## src/rtl/decode_issue_stage.sv

```systemverilog
// ID->EX pipeline register with EX/MEM and MEM/WB operand forwarding, load-use bubble
// insertion, EX hold/flush handling and a saturating count of load-use bubbles.
module decode_issue_stage #(
    parameter int unsigned DATA_WIDTH = 32,
    parameter int unsigned ADDR_WIDTH = 5,
    parameter int unsigned CTRL_WIDTH = 8,
    parameter int unsigned CNT_WIDTH  = 16
) (
    input  logic                  clock,
    input  logic                  reset,
    input  logic                  id_valid,
    input  logic [ADDR_WIDTH-1:0] id_rs,
    input  logic [ADDR_WIDTH-1:0] id_rt,
    input  logic                  id_uses_rs,
    input  logic                  id_uses_rt,
    input  logic [ADDR_WIDTH-1:0] id_dest,
    input  logic                  id_reg_write,
    input  logic                  id_mem_read,
    input  logic [DATA_WIDTH-1:0] id_imm,
    input  logic [CTRL_WIDTH-1:0] id_ctrl,
    input  logic [DATA_WIDTH-1:0] rf_data_1,
    input  logic [DATA_WIDTH-1:0] rf_data_2,
    input  logic                  exmem_reg_write,
    input  logic [ADDR_WIDTH-1:0] exmem_dest,
    input  logic [DATA_WIDTH-1:0] exmem_result,
    input  logic                  memwb_reg_write,
    input  logic [ADDR_WIDTH-1:0] memwb_dest,
    input  logic [DATA_WIDTH-1:0] memwb_result,
    input  logic                  flush,
    input  logic                  ex_hold,
    output logic                  id_stall,
    output logic                  ex_valid,
    output logic [DATA_WIDTH-1:0] ex_op_a,
    output logic [DATA_WIDTH-1:0] ex_op_b,
    output logic [DATA_WIDTH-1:0] ex_imm,
    output logic [ADDR_WIDTH-1:0] ex_dest,
    output logic                  ex_reg_write,
    output logic                  ex_mem_read,
    output logic [CTRL_WIDTH-1:0] ex_ctrl,
    output logic [CNT_WIDTH-1:0]  stall_count
);

    logic [DATA_WIDTH-1:0] fwd_a;
    logic [DATA_WIDTH-1:0] fwd_b;
    logic                  load_use;

    // Register 0 reads as zero even if a stage claims to write it.
    always_comb begin
        fwd_a = rf_data_1;
        if (id_rs == '0) begin
            fwd_a = '0;
        end else if (exmem_reg_write && (exmem_dest == id_rs)) begin
            fwd_a = exmem_result;
        end else if (memwb_reg_write && (memwb_dest == id_rs)) begin
            fwd_a = memwb_result;
        end
    end

    always_comb begin
        fwd_b = rf_data_2;
        if (id_rt == '0) begin
            fwd_b = '0;
        end else if (exmem_reg_write && (exmem_dest == id_rt)) begin
            fwd_b = exmem_result;
        end else if (memwb_reg_write && (memwb_dest == id_rt)) begin
            fwd_b = memwb_result;
        end
    end

    always_comb begin
        load_use = id_valid && ex_valid && ex_mem_read && (ex_dest != '0) &&
                   ((id_uses_rs && (ex_dest == id_rs)) || (id_uses_rt && (ex_dest == id_rt)));
        id_stall = !reset && (load_use || ex_hold);
    end

    always_ff @(posedge clock) begin
        if (reset) begin
            ex_valid     <= 1'b0;
            ex_op_a      <= '0;
            ex_op_b      <= '0;
            ex_imm       <= '0;
            ex_dest      <= '0;
            ex_reg_write <= 1'b0;
            ex_mem_read  <= 1'b0;
            ex_ctrl      <= '0;
            stall_count  <= '0;
        end else if (flush) begin
            ex_valid     <= 1'b0;
            ex_reg_write <= 1'b0;
            ex_mem_read  <= 1'b0;
            ex_ctrl      <= '0;
        end else if (ex_hold) begin
            // EX is busy: every ex_* register keeps its value.
        end else if (load_use) begin
            ex_valid     <= 1'b0;
            ex_reg_write <= 1'b0;
            ex_mem_read  <= 1'b0;
            ex_ctrl      <= '0;
            if (stall_count != '1) begin
                stall_count <= stall_count + 1'b1;
            end
        end else begin
            ex_valid     <= id_valid;
            ex_op_a      <= fwd_a;
            ex_op_b      <= fwd_b;
            ex_imm       <= id_imm;
            ex_dest      <= id_dest;
            ex_reg_write <= id_valid && id_reg_write;
            ex_mem_read  <= id_valid && id_mem_read;
            ex_ctrl      <= id_valid ? id_ctrl : '0;
        end
    end

endmodule

```

## config.mk

```make
export PLATFORM = sky130hd
export DESIGN_NAME = decode_issue_stage
export DESIGN_NICKNAME = d
export VERILOG_FILES = /design/src/rtl/decode_issue_stage.sv
export SDC_FILE = /design/constraint.sdc
export NUM_CORES = 1
export LEC_CHECK = 0
export ABC_CLOCK_PERIOD_IN_PS = 2430
export CORE_UTILIZATION = 36
export DETAILED_ROUTE_END_ITERATION = 6
export PLACE_DENSITY = 0.78
export REMOVE_ABC_BUFFERS = 1
export SLEW_MARGIN = 0
export SYNTH_ARGS = -nofsm -noshare
export SYNTH_HDL_FRONTEND = slang
export SYNTH_SLANG_ARGS = --single-unit
```

## constraint.sdc

```tcl
create_clock -name clock -period 2.43 [get_ports clock]
set_input_delay 0.729 -clock clock [delete_from_list [all_inputs] [get_ports clock]]
set_output_delay 0.729 -clock clock [all_outputs]
set_load 0.1 [all_outputs]
```

==> results of run 1 <==
registers in the layout, summed over array words and instances, names as in the netlist:
name          flops
ex_mem_read       1
ex_ctrl           8
ex_imm           32
ex_op_b          32
ex_op_a          32
ex_valid          1
stall_count      16
ex_dest           5
ex_reg_write      1
power by group through the flow:
stage               Clock (mW)  Combinational, mW  Sequential, mW
finish                    2.63               1.67            2.24
global route              2.78               1.75            2.25
CTS                       2.69               1.65            2.24
detailed placement           0               1.64            2.28
global placement             0               1.63            2.28
floorplan                    0              0.296            2.93
layout by cell type (no fill, tap or decap), drive strengths merged, types with 5 or more instances in the layout:
master         count
nand3              8
or4                6
dlygate4sd2       10
and3               8
clkbuf            20
nand4              9
a31oi             32
a22o              64
a32oi             10
o21ai             33
nand2            105
clkdlybuf4s50    192
nor2              98
inv               16
a21oi              7
buf              203
xor2              22
mux2i             70
nor4               5
dfxtp            128
xnor2             14
per-stage QoR:
step / worst slack (ns) / util, % / area (µm²)
after floorplan: -2.640 / - / 5871
after global placement: -0.6008 / 59.11 / 9837
after detailed placement: -0.6080 / 59.11 / 9837
after CTS: -0.3067 / 62.94 / 10480
after global routing: -0.3325 / 63.98 / 10650
final: -0.2764 / 63.98 / 10650
worst max-delay path, stage by stage, from the launching register on:
cell,delay [ns]
dfxtp_1,0.31
or4_4,0.53
o2111a_1,0.28
a21oi_2,0.19
nor2_2,0.07
buf_12,0.17
metal layers:
metal / vias to the layer above / track usage [%] / part of all wire, %
met3: 52 / 6.284 / 6.4
met4: 2 / 10.34 / 2.7
met5: - / 0 / 0.049
met2: 256 / 41.19 / 48
met1: 3033 / 29.44 / 42
li1: 3266 / - / -
layout make-up:
type,count,area (µm²)
fill,1429,5995
multi-input combinational,515,3321
timing repair buffer,408,3854
tap,220,275.3
clock buffer,17,425.4
inverter,6,22.52
clock inverter,15,185.2
sequential,128,2565
kinds of logic after synthesis:
group                      count (synthesis)  share of synthesized area [%]
buffers and inverters                     58                          5.077
AOI/OAI and AO/OA                        158                          18.97
muxes                                     70                          11.37
adders and majority gates                  1                         0.2031
DFF                                      128                          41.59
xor gates and xnor gates                  36                          5.118
and+or+nand+nor                          250                          17.67
timing repair:
item / in CTS / in global routing
setup endpoints to repair: 7 / 77
pin swaps: 9 / 5
gates cloned: 0 / 4
hold buffers: 0 / 0
gates resized for setup: 17 / 7
setup buffers: 2 / 6
final timing paths:
kind / startpoint / endpoint / slack [ns] / cells past startpoint
worst max-delay path: ex_dest[1] / id_stall / -0.28 / 5
worst min-delay path: ex_op_b[6] / ex_op_b[6] / 0.48 / 1
worst max register to register: ex_dest[1] / ex_op_b[8] / 0.02 / 9
worst min register to register: ex_op_b[6] / ex_op_b[6] / 0.48 / 1
==> results.md, run 1 <==
Pwr:
- Internal power comes to 4.324 mW.
- Per report_power, the sequential group accounts for 34.2% of the total.
- The switching power is 2.225 mW.
- Summed over all cells, the static leakage comes to 4.440 nW.
- Net switching is 33.98% of the power.
- Summing internal, switching and leakage power gives 6.549 mW.
- The cell area power density is 615.1 mW/mm².
- Across the VDD grid, the largest voltage drop is 0.0004327 V.
- The clock network accounts for 40.2% of the total power.
- The proportion of power drawn by combinational gates is 25.6%.

Critical path:
- The worst setup path is launched from a flip-flop.
- The critical path is of the flip-flop to output pin type.
- The data arrival time of the critical path is 1.98 ns.
- STA classifies the critical path endpoint as an output pin.
- In this run the worst path has a maximum fanout of 2.
- For the worst setup path, the data required time is 1.70 ns.

GRT:
- Entering global routing, the biggest net connects 49 pins.
- The number of global-route vias before repair is 6,364.
- Summed over all layers, the global routing overflow is 0.
- For this run, the total global-route usage over all layers was measured as 24.47%.
- The first global-routing pass estimated 33,580 µm of wire.
- The initial antenna violation count came to 1.

Yosys:
- The area of the mapped netlist is 0.006161 mm².
- After technology mapping, the gate count stands at 701.
- The most numerous cell in the Yosys netlist is dfxtp_1.
- The number of distinct standard cells referenced by the synthesized netlist is 39.
- After synthesis, the cell types taking the most area are dfxtp_1 42%, mux2i_1 11%, a22o_1 9.1%.
- The number of synthesized flops with an enable pin is 0.
- The predominant post-synthesis flop cell is dfxtp_1.
- Summed over its instances, the top area cell type makes up 41.59% of the synthesized netlist area.
- The share of async-settable or async-resettable flops after synthesis is 0%.
- The flip-flop and latch count after synthesis is 128.
- dfxtp_1 takes more of the synthesized area than any other cell.
- The average instance in the mapped netlist occupies 8.789 µm².
- The register area share after synthesis is 41.59%.
- During synthesis, Yosys emitted a total of 0 warnings.
- By count the netlist is led by 128 x dfxtp_1, 105 x nand2_1, 98 x nor2_1.

Clocking:
- The TritonCTS clock tree is built.
- The number of sinks driven by the clock tree is 128.
- Clock-pin slew was measured on the worst setup and hold paths at 0.06 ns.
- The later pin in the worst-skew pair is clocked with a latency of 0.42 ns.
- The buffer levels on the longest clock path is 2.
- The buffer cell driving the clock tree root is clkbuf_16.
- The clock tree synthesis step divided the H-tree into 4 levels.
- The clock buffer count from CTS is 17.

Floorplan:
- The die is 132.8 µm wide.
- In this run the vertical extent of the chip is 132.8 µm.
- Row generation in the floorplan step produced 47 rows.
- In this run the standard cell core region covers 0.01664 mm².
- The number of top-level pins is 333.
- The die area is 0.01764 mm².
- The starting density of the core is 37.02%.

Detailed routing:
- The post-detailed-route via-to-cell ratio is 5.049.
- The count of routing violations after the opening detailed-route iteration is 341.
- The final wirelength is 22,290 µm.
- The number of DRC violations after detailed routing is 0.
- The total iterations of the first detailed-routing run is 5.
- After detailed routing, the average wire length per cell comes to 17.03 µm.
- The detailed router placed 6,609 vias in this run.
- The detail route stage leaves a number of antenna-violating nets equal to 0.

STA:
- The final hold slack is 0.4787 ns.
- Headroom to the max-slew limit came out at 76.99%.
- Setup repair after global routing could not meet its margin everywhere.
- The achievable frequency is 369.5 MHz.
- The shortest clock period the worst path allows after layout is 2.706 ns.
- For the pin with the worst max-slew slack, the measured transition is 0.3421 ns.
- The setup skew after layout is 0.009647 ns.
- After layout, the worst setup slack is -0.2764 ns.
- The post-route clock period utilization is 111.4%.
- The max-slew violation count is 0.
- The final hold violation count is 0.
- Setup violations remaining at the end of the flow were counted as 1.
- The summed negative setup slack over all endpoints is -0.2764 ns.

Placement:
- The count of input and output buffers is 332.
- The cell count after placement is 1,265.
- At the end of routability-driven placement, the weighted congestion stood at 0.8541.
- Detailed placement ended at an HPWL of 16,410 µm.

Cells and area:
- In the final layout, the share of cells above drive strength 1 is 23.51%.
- For this run, the post-layout net count is 1,281.
- From synthesis to final layout, the design area changed by 72.83%.
- The number of antenna diodes is 0.
- The final standard cell count with taps included and fillers excluded is 1,309.

Flow run:
- The number of max-capacitance violations reported is 0.

Run status:
- The final reports fail on setup timing.
- The run finished, with violations left.

Hold path:
- The class of the tightest hold or removal check is flip-flop to flip-flop.
(Power assumes the default switching activity.)
==> inputs of run 2 (changes only) <==
CAP_MARGIN = 10   (was default)
==> results of run 2 <==
Final layout, timing and power as in run 1 (identical DEF).
